[src/rtl/axil_uart_tx_ctrl.sv]
// AXI4-Lite controlled UART transmitter with a byte FIFO.
// Register map (addr[3:2]): 0 = TXDATA (write-only), 1 = STATUS (read-only,
// {29'b0, busy, empty, full}), 2/3 reserved.
// Define AXIL_UART_TX_SIM_PRINT_EN to echo each transmitted byte to the
// simulator console when it is popped into the START state.
module axil_uart_tx_ctrl #(
  parameter int CLK_DIV    = 868,
  parameter int FIFO_DEPTH = 16
) (
  input  logic        clk,
  input  logic        rst_n,
  input  logic        awvalid,
  output logic        awready,
  input  logic [31:0] awaddr,
  input  logic        wvalid,
  output logic        wready,
  input  logic [31:0] wdata,
  input  logic [3:0]  wstrb,
  output logic        bvalid,
  input  logic        bready,
  output logic [1:0]  bresp,
  input  logic        arvalid,
  output logic        arready,
  input  logic [31:0] araddr,
  output logic        rvalid,
  input  logic        rready,
  output logic [31:0] rdata,
  output logic [1:0]  rresp,
  output logic        tx
);

  localparam int AW = $clog2(FIFO_DEPTH);
  localparam int DW = (CLK_DIV > 1) ? $clog2(CLK_DIV) : 1;
  localparam logic [DW-1:0] DIV_LAST = DW'(CLK_DIV - 1);

  typedef enum logic [1:0] {
    ST_IDLE,
    ST_START,
    ST_DATA,
    ST_STOP
  } state_t;

  state_t        state, state_next;
  logic [DW-1:0] div_cnt;
  logic          div_end;
  logic [2:0]    bit_idx, bit_next;
  logic [7:0]    tx_byte;
  logic          tx_next;
  logic          pop;

  logic [7:0]    mem [FIFO_DEPTH];
  logic [AW:0]   wr_ptr, rd_ptr;
  logic          empty, full, busy;

  logic          out_of_reset;
  logic          wr_accept, wr_is_tx, push, wr_drop;
  logic [31:0]   status_word;

  // Sink for address/data bits that the register map never looks at.
  logic          unused_bits;
  assign unused_bits = &{1'b0, awaddr[31:4], awaddr[1:0], araddr[31:4],
                         araddr[1:0], wdata[31:8], wstrb[3:1]};

  // Registered enable keeps the ready outputs low while reset is asserted
  // without routing rst_n into datapath logic.
  always_ff @(posedge clk or negedge rst_n) begin
    if (!rst_n) out_of_reset <= 1'b0;
    else        out_of_reset <= 1'b1;
  end

  assign awready   = out_of_reset && awvalid && wvalid && !bvalid;
  assign wready    = awready;
  assign wr_accept = awready;
  assign wr_is_tx  = (awaddr[3:2] == 2'b00) && wstrb[0];
  assign push      = wr_accept && wr_is_tx && !full;
  assign wr_drop   = wr_accept && wr_is_tx && full;

  assign arready   = out_of_reset && arvalid && !rvalid;
  assign rresp     = 2'b00;

  assign empty       = (wr_ptr == rd_ptr);
  assign full        = (wr_ptr[AW] != rd_ptr[AW]) &&
                       (wr_ptr[AW-1:0] == rd_ptr[AW-1:0]);
  assign busy        = (state != ST_IDLE);
  assign status_word = {29'b0, busy, empty, full};

  // Write response: one outstanding write, response held until bready.
  always_ff @(posedge clk or negedge rst_n) begin
    if (!rst_n) begin
      bvalid <= 1'b0;
      bresp  <= 2'b00;
    end else if (wr_accept) begin
      bvalid <= 1'b1;
      bresp  <= wr_drop ? 2'b10 : 2'b00;
    end else if (bvalid && bready) begin
      bvalid <= 1'b0;
    end
  end

  // Read data: STATUS captured at address accept, everything else reads 0.
  always_ff @(posedge clk or negedge rst_n) begin
    if (!rst_n) begin
      rvalid <= 1'b0;
      rdata  <= '0;
    end else if (arready) begin
      rvalid <= 1'b1;
      rdata  <= (araddr[3:2] == 2'b01) ? status_word : '0;
    end else if (rvalid && rready) begin
      rvalid <= 1'b0;
    end
  end

  // FIFO storage; contents need no reset because the pointers define validity.
  always_ff @(posedge clk) begin
    if (push) mem[wr_ptr[AW-1:0]] <= wdata[7:0];
  end

  // FIFO pointers with an extra wrap bit for full/empty discrimination.
  always_ff @(posedge clk or negedge rst_n) begin
    if (!rst_n) begin
      wr_ptr <= '0;
      rd_ptr <= '0;
    end else begin
      if (push) wr_ptr <= wr_ptr + 1'b1;
      if (pop)  rd_ptr <= rd_ptr + 1'b1;
    end
  end

  assign div_end = (div_cnt == DIV_LAST);

  // TX state register, bit-period divider, bit index, frame byte and line.
  always_ff @(posedge clk or negedge rst_n) begin
    if (!rst_n) begin
      state   <= ST_IDLE;
      div_cnt <= '0;
      bit_idx <= '0;
      tx_byte <= '0;
      tx      <= 1'b1;
    end else begin
      state   <= state_next;
      bit_idx <= bit_next;
      tx      <= tx_next;
      if (state == ST_IDLE || div_end) div_cnt <= '0;
      else                             div_cnt <= div_cnt + 1'b1;
      if (pop) begin
        tx_byte <= mem[rd_ptr[AW-1:0]];
`ifdef AXIL_UART_TX_SIM_PRINT_EN
        $write("%c", mem[rd_ptr[AW-1:0]]);
`endif
      end
    end
  end

  // TX next-state, FIFO pop and the line level for the next cycle.
  always_comb begin
    state_next = state;
    bit_next   = bit_idx;
    pop        = 1'b0;
    tx_next    = 1'b1;
    case (state)
      ST_IDLE: begin
        if (!empty) begin
          state_next = ST_START;
          pop        = 1'b1;
        end
      end
      ST_START: begin
        if (div_end) begin
          state_next = ST_DATA;
          bit_next   = '0;
        end
      end
      ST_DATA: begin
        if (div_end) begin
          if (bit_idx == 3'd7) state_next = ST_STOP;
          else                 bit_next   = bit_idx + 3'd1;
        end
      end
      ST_STOP: begin
        if (div_end) begin
          if (!empty) begin
            state_next = ST_START;
            pop        = 1'b1;
          end else begin
            state_next = ST_IDLE;
          end
        end
      end
      default: state_next = ST_IDLE;
    endcase
    // Line level is computed from the upcoming state so tx is a pure flop.
    case (state_next)
      ST_START: tx_next = 1'b0;
      ST_DATA:  tx_next = tx_byte[bit_next];
      default:  tx_next = 1'b1;
    endcase
  end

endmodule

[config.mk]
export PLATFORM = sky130hd
export DESIGN_NAME = axil_uart_tx_ctrl
export DESIGN_NICKNAME = d
export VERILOG_FILES = /design/src/rtl/axil_uart_tx_ctrl.sv
export SDC_FILE = /design/constraint.sdc
export NUM_CORES = 1
export LEC_CHECK = 0
export ABC_AREA = 1
export CAP_MARGIN = 25
export CORE_MARGIN = 8
export CORE_UTILIZATION = 30
export CTS_CLUSTER_SIZE = 30
export DETAILED_ROUTE_END_ITERATION = 8
export PLACE_DENSITY_LB_ADDON = 0.3
export RECOVER_POWER = 25
export SYNTH_ARGS = -nofsm -noshare
export SYNTH_HDL_FRONTEND = slang
export SYNTH_SLANG_ARGS = --single-unit
[constraint.sdc]
create_clock -name clk -period 5.4 [get_ports clk]
set_input_delay 0.81 -clock clk [delete_from_list [all_inputs] [get_ports clk]]
set_output_delay 0.81 -clock clk [all_outputs]
set_load 0.05 [all_outputs]
==> results of run 1 <==
[layout make-up]
class | instances | area (um2)
clock buffer | 17 | 425
multi-input combinational | 393 | 2260
fill | 2536 | 16300
clock inverter | 15 | 175
timing repair buffer | 34 | 318
inverter | 42 | 163
tap | 330 | 413
sequential | 169 | 4870
[layout by cell type (no fill, tap or decap), types with 8 or more instances in the layout]
| master | Yosys | layout |
|---|---|---|
| clkdlybuf4s50_1 | 0 | 22 |
| o32ai_1 | 19 | 19 |
| a41oi_2 | 8 | 8 |
| nand3_1 | 15 | 15 |
| nand4_1 | 12 | 12 |
| clkbuf_16 | 0 | 17 |
| nor2_1 | 106 | 106 |
| o221ai_1 | 13 | 13 |
| xor2_1 | 15 | 15 |
| dfrtp_1 | 40 | 38 |
| inv_1 | 35 | 35 |
| ha_1 | 11 | 11 |
| conb_1 | 2 | 33 |
| edfxtp_1 | 128 | 128 |
| o21ai_0 | 42 | 42 |
| nand2_1 | 61 | 61 |
| mux2i_1 | 13 | 13 |
[synthesized netlist by cell type, types with 4 or more instances]
cell type    n
o221ai_1    13
mux2i_1     13
nand3_2      6
nor2_1     106
o32ai_1     19
a21oi_1      6
buf_4       36
clkbuf_1    13
a41oi_2      8
dfrtp_1     40
ha_1        11
buf_2        4
o211ai_1     4
nand4_1     12
nor2_2       5
nand2_2      5
edfxtp_1   128
nor3_1       5
nand3_1     15
inv_1       35
nand2_1     61
xor2_1      15
o21ai_0     42
[worst paths after layout]
check                                  end  slack, ns  cells after the start
min in group clk                div_cnt[0]       0.46                      1
worst max register to register  mem[13][7]       2.41                      8
max in group asynchronous        rd_ptr[1]       2.76                      2
worst min-delay path              state[1]       0.21                      1
worst max-delay path                wready       2.18                      4
worst min register to register  div_cnt[0]       0.46                      1
[report_power, final]
group	switching [mW]	total (mW)	internal (mW)
clock	0.592	1.22	0.626
sequential	0.0238	1.44	1.42
combinational	0.146	0.190	0.0433
total	0.762	2.85	2.09
[layer usage]
metal / vias to the layer above / wire length, um
li1: 2219 / -
met1: 2212 / 7230
met2: 128 / 7500
met3: 6 / 1330
met4: 0 / 124
met5: - / 0
[registers in the layout, indices dropped and copies added, names as in the netlist]
register / cells
out_of_reset: 1
bit_idx: 3
rvalid: 1
bresp: 1
rd_ptr: 5
div_cnt: 10
mem: 128
bvalid: 1
state: 2
rdata: 3
tx: 1
wr_ptr: 5
tx_byte: 8
[kinds of logic after synthesis]
kind of cell / share of synthesized area, %
buffers and inverters: 7.06
adders and majority gates: 1.82
xor gates and xnor gates: 1.86
muxes: 1.72
and+or+nand+nor: 13.4
other: 0.0995
AOI/OAI and AO/OA: 9.49
DFF: 64.6
==> key figures, run 1 <==
Floorplan
  – Die X-Extent: 175 um
  – Core area: between 20000 and 25000 um2
  – DIE AREA: roughly 30000 um2
  – Num rows: 58
  – IO Count: about 150
  – Starting Density: 30.2%
  – DIE HEIGHT: between 150 and 200 um

STA
  – Final setup margin: ~2.2 ns
  – Fin. Hold Viols: 0
  – RSZ-0062 raised after global routing: no
  – Least-Margin Pin Slew: between 2 and 2.5 ns
  – Slew Limit Fails: 38
  – Setup Skew: around 0.019 ns
  – Upper clock frequency limit: between 300 and 400 MHz
  – Slew headroom: -42.5%
  – Final setup violation count: 0
  – Fin Setup TNS: 0 ns
  – Min Tclk post-route: approximately 3.2 ns
  – Hold WS: about 0.21 ns
  – Final period utilization: 59.6%

Placement
  – Post-DP HPWL: ~10000 um
  – Placed Cells: a little under 1k
  – DP Area: ~8000 um2
  – Port Buffers: 29
  – Place WS: 1.85 ns
  – Final GP Congestion: 0.780

Layout
  – N_diodes: 0
  – Layout cell share with drive strength beyond 1: approximately 11%
  – Finished Layout Cells: roughly 1.0k
  – Final Util: approximately 35%
  – Nets: 775
  – Synth-to-Final Area Change: 14.3%
  – Final Instance Area: around 8600 um2

Yosys
  – Primary FF master, synth: edfxtp_1
  – Synth warnings: 0
  – Post-synthesis sequential area ratio: 64.6%
  – Syn Area/Cell: 12.0 um2
  – Synth area leader: edfxtp_1
  – Mapped Area: 7540 um2
  – Post-synth cell types: 40
  – Share of the synthesized area in the top cell type: ~50%
  – Post-Syn Instances: between 600 and 700
  – EDFF count, synth: between 100 and 150
  – Yosys reg bits: 169
  – Ys async rst share: 24.3%
  – Dominant cells by area after synthesis: edfxtp_1, dfrtp_1, nor2_1

Clock network
  – Post-CTS Setup Bufs: 0
  – Number of buffers created by CTS: 17
  – Clk Latency, worst-skew pair: between 0.4 and 0.5 ns
  – Root Driver: clkbuf_16
  – CTS sink cnt: between 150 and 200
  – Max Root-Sink Buffers: 2
  – CTS Hold Bufs: 0
  – Clk slew on worst S/H paths: roughly 0.070 ns
  – TritonCTS clock tree: built
  – H-tree levels: 4
  – Post-CTS sizing: 0

Global routing
  – GRT Util Overall: 10.9%
  – Met3 Resource Use GR: around 3.3%
  – First-pass GRT wire length: approximately 26000 um
  – Largest net degree at the start of global routing: 69
  – Number of global-route vias before repair: 4513
  – M2 GR Usage: 16.8%
  – M1 GR Usage: roughly 15%
  – Top Usage Layer GRT: met2
  – Antenna violations before repair: 0
  – Global route overflow: 0

Routing
  – Via density: ~4.6
  – Post-DRT Antenna Nets: 0
  – DRT iter0 DRCs: 363
  – Initial DRT Pass Iterations: 4
  – Residual DRC: 0
  – Routed WL: 16200 um
  – Vias: between 4k and 5k
  – Post-DR wirelength/cell: about 16 um

Setup path
  – Worst path max stage delay: 0.80 ns
  – CP delay by family, top: buffers and inverters
  – CP arrival: roughly 2.4 ns
  – CP max stage cell: clkdlybuf4s50_1
  – CP endpoint kind: output port
  – Worst path bufs/invs: 3
  – Crit-path max FO: 4
  – Worst Setup SP: wvalid
  – RR Startpoint: rd_ptr[1]
  – Worst Path Required: around 4.6 ns
  – CP Launch Type: input pin
  – Worst path cell trace: dlygate4sd3_1, nand4_1, inv_1, clkdlybuf4s50_1
  – Worst setup path category: in2out

Pwr
  – Worst IR Drop VDD: between 200 and 250 uV
  – Static leakage: about 3.1 nW
  – Total power draw: approximately 2.9 mW
  – Cell area power density: 331 nW/um2

Outcome
  – Failing checks: capacitance limit, slew limit
  – Outcome: finished with violations

Run
  – # Max-Cap Violations: 1

Min path
  – Worst hold path class: in2async
Power figures use the tool's default switching activity.
==> run 2, diff against run 1 <==
clock period = 3 ns   (was 5.4 ns; I/O delays follow)
==> run 2 against run 1 <==
Combinational power increased by 82%. Critical path depth unchanged. Sequential share of layout area decreased by 1.1 points. Clock power increased by 92%. Die area unchanged. Hold slack improved by 0.25 ns. The run now ends clean. Via count increased by 0.57%. Total power increased by 85%.
==> key figures, run 2 (synthesis gave the netlist of run 1 again) <==
Outcome
  – Outcome: completed

Layout
  – N_diodes: 0 (unchanged)
  – Final Instance Area: 8800 um2 (+2.1%)
  – Layout cell share with drive strength beyond 1: 13.1% (+2.1 points)
  – Final Util: 35.3% (+0.72 points)
  – Leading cell types in the layout, fill and taps excluded: edfxtp_1, nor2_1, nand2_1
  – Max reg flops: 128 (unchanged)
  – Nets: 792 (+2.2%)
  – Synth-to-Final Area Change: 16.7%
  – Commonest non-fill, non-tap cell in the layout: edfxtp_1

STA
  – Slew Limit Fails: 0 (-100%)
  – Final setup violation count: 0 (unchanged)
  – Fin Setup TNS: 0 ns (unchanged)
  – Upper clock frequency limit: ~410 MHz
  – Final period utilization: 81.3%
  – Final setup margin: 0.562 ns (-1.62 ns)
  – Setup Skew: 0.0145 ns (-0.00410 ns)
  – Least-Margin Pin Slew: 0.769 ns (-1.37 ns)
  – Min Tclk post-route: around 2.4 ns
  – Fin. Hold Viols: 0 (unchanged)
  – RSZ-0062 raised after global routing: no
  – Slew headroom: 48.7% (+91 points)

Placement
  – DP Area: 8140 um2 (+1.5%)
  – Post-DP HPWL: 10300 um (about the same)
  – Place WS: 0.240 ns (-1.61 ns)
  – Final GP Congestion: 0.739 (-5.2%)
  – Port Buffers: 29 (unchanged)

Pwr
  – Static leakage: 3.26 nW (+3.9%)
  – Worst IR Drop VDD: 403 uV (+76%)
  – Cell area power density: 601 nW/um2 (+82%)
  – Pint: 3.99 mW (+91%)
  – Clk pwr share: 44.2% (+1.5 points)
  – Comb pwr share: 6.6% (about the same)
  – Sequential share of power: 49.3% (-1.3 points)
  – Sw Share: 24.6% (-2.1 points)
  – Net Sw Power: 1.30 mW (+71%)

Floorplan
  – IO Count: 149 (unchanged)
  – Die X-Extent: 175 um (unchanged)
  – DIE AREA: 30500 um2 (unchanged)
  – Num rows: 58 (unchanged)
  – Core area: 25000 um2 (unchanged)
  – DIE HEIGHT: 175 um (unchanged)
  – Starting Density: 30.2% (unchanged)

Clock network
  – CTS sink cnt: 169 (unchanged)
  – Number of buffers created by CTS: 17 (unchanged)
  – H-tree levels: 4 (unchanged)
  – Post-CTS Setup Bufs: 0 (unchanged)
  – CTS Hold Bufs: 0 (unchanged)
  – Post-CTS sizing: 0 (unchanged)
  – Root Driver: clkbuf_16
  – Max Root-Sink Buffers: 2 (unchanged)
  – Clk slew on worst S/H paths: 0.07 ns (about the same)
  – Clk Latency, worst-skew pair: 0.43 ns (about the same)
  – TritonCTS clock tree: built

Global routing
  – Number of global-route vias before repair: 4448 (-1.4%)
  – GRT Util Overall: 10.7% (-0.18 points)
  – Global route overflow: 0 (unchanged)
  – Antenna violations before repair: 0 (unchanged)
  – First-pass GRT wire length: 25000 um (-2.7%)
  – Largest net degree at the start of global routing: 68 (-1.4%)

Setup path
  – CP arrival: 1.99 ns (-0.42 ns)
  – R2R depth: 8 (unchanged)
  – Worst Setup SP: wvalid
  – CP Launch Type: input pin
  – Crit-path max FO: 4 (unchanged)
  – Reg2reg setup slack: 0.74 ns (-1.67 ns)
  – Reg-to-Reg End: mem[12][6]
  – Worst Path Required: 2.55 ns (-2.04 ns)
  – Worst setup path category: in2out
  – RR Startpoint: wr_ptr[0]
  – CP endpoint kind: output port

Routing
  – Via density: 4.52 (-1.0%)
  – Vias: 4591 (+0.57%)
  – Post-DRT Antenna Nets: 0 (unchanged)
  – Initial DRT Pass Iterations: 4 (unchanged)
  – Residual DRC: 0 (unchanged)
  – DRT iter0 DRCs: 318 (-12%)
  – Post-DR wirelength/cell: 15.9 um (-1.6%)
  – Routed WL: 16200 um (about the same)

Min path
  – Worst hold path class: in2async

Run
  – # Max-Cap Violations: 0 (-1)
run 2: cell types whose count changed in the layout (fill, tap and decap cells not counted), sizes merged:
cell	delta
clkdlybuf4s50	+2
inv	-1
bufinv	+3
clkinv	-1
clkinvlp	-2
buf	+17
clkbuf	-1
dlygate4sd3	-1
run 2: routing by layer:
metal	GRT usage, %	wire (um)
met1	14.0	7480
met2	17.1	7480
met3	3.11	1060
met4	2.76	168
met5	0	0
run 2: final cells by class:
cell class / instances / area [um2]
flip-flops and latches: 169 / 4870
fillers: 2479 / 16200
clock buffers: 17 / 425
multi-input cells: 393 / 2260
well taps: 330 / 413
clock inverters: 14 / 208
inverters: 42 / 163
repair buffers: 51 / 464
run 2: worst max-delay path by stage:
stage	end	slack (ns)	cells past startpoint
detailed placement	mem[15][6]	0.24	7
finish	wready	0.56	4
global placement	mem[15][3]	0.29	7
global route	arready	0.48	4
CTS	arready	0.55	4
floorplan	mem[11][0]	0.85	7
run 2: critical path, stage by stage:
cell and delay, ns:
clkdlybuf4s50_1 0.45, nand4_1 0.17, inv_1 0.11, clkdlybuf4s50_1 0.80
run 2: power groups by stage:
stage	registers, mW	logic (mW)	clock network, mW
floorplan	2.66	0.251	0
global placement	2.65	0.341	0
detailed placement	2.66	0.345	0
CTS	2.60	0.347	2.39
global route	2.61	0.383	2.47
finish	2.61	0.346	2.34
run 2: per-stage QoR:
stage | instances | power [mW] | hold WS [ns]
global placement | 983 | 3.00 | 0.450
floorplan | 659 | 2.91 | 0.154
CTS | 1014 | 5.34 | 0.206
detailed placement | 983 | 3.00 | 0.455
global route | 1016 | 5.47 | 0.480
finish | 1016 | 5.29 | 0.456
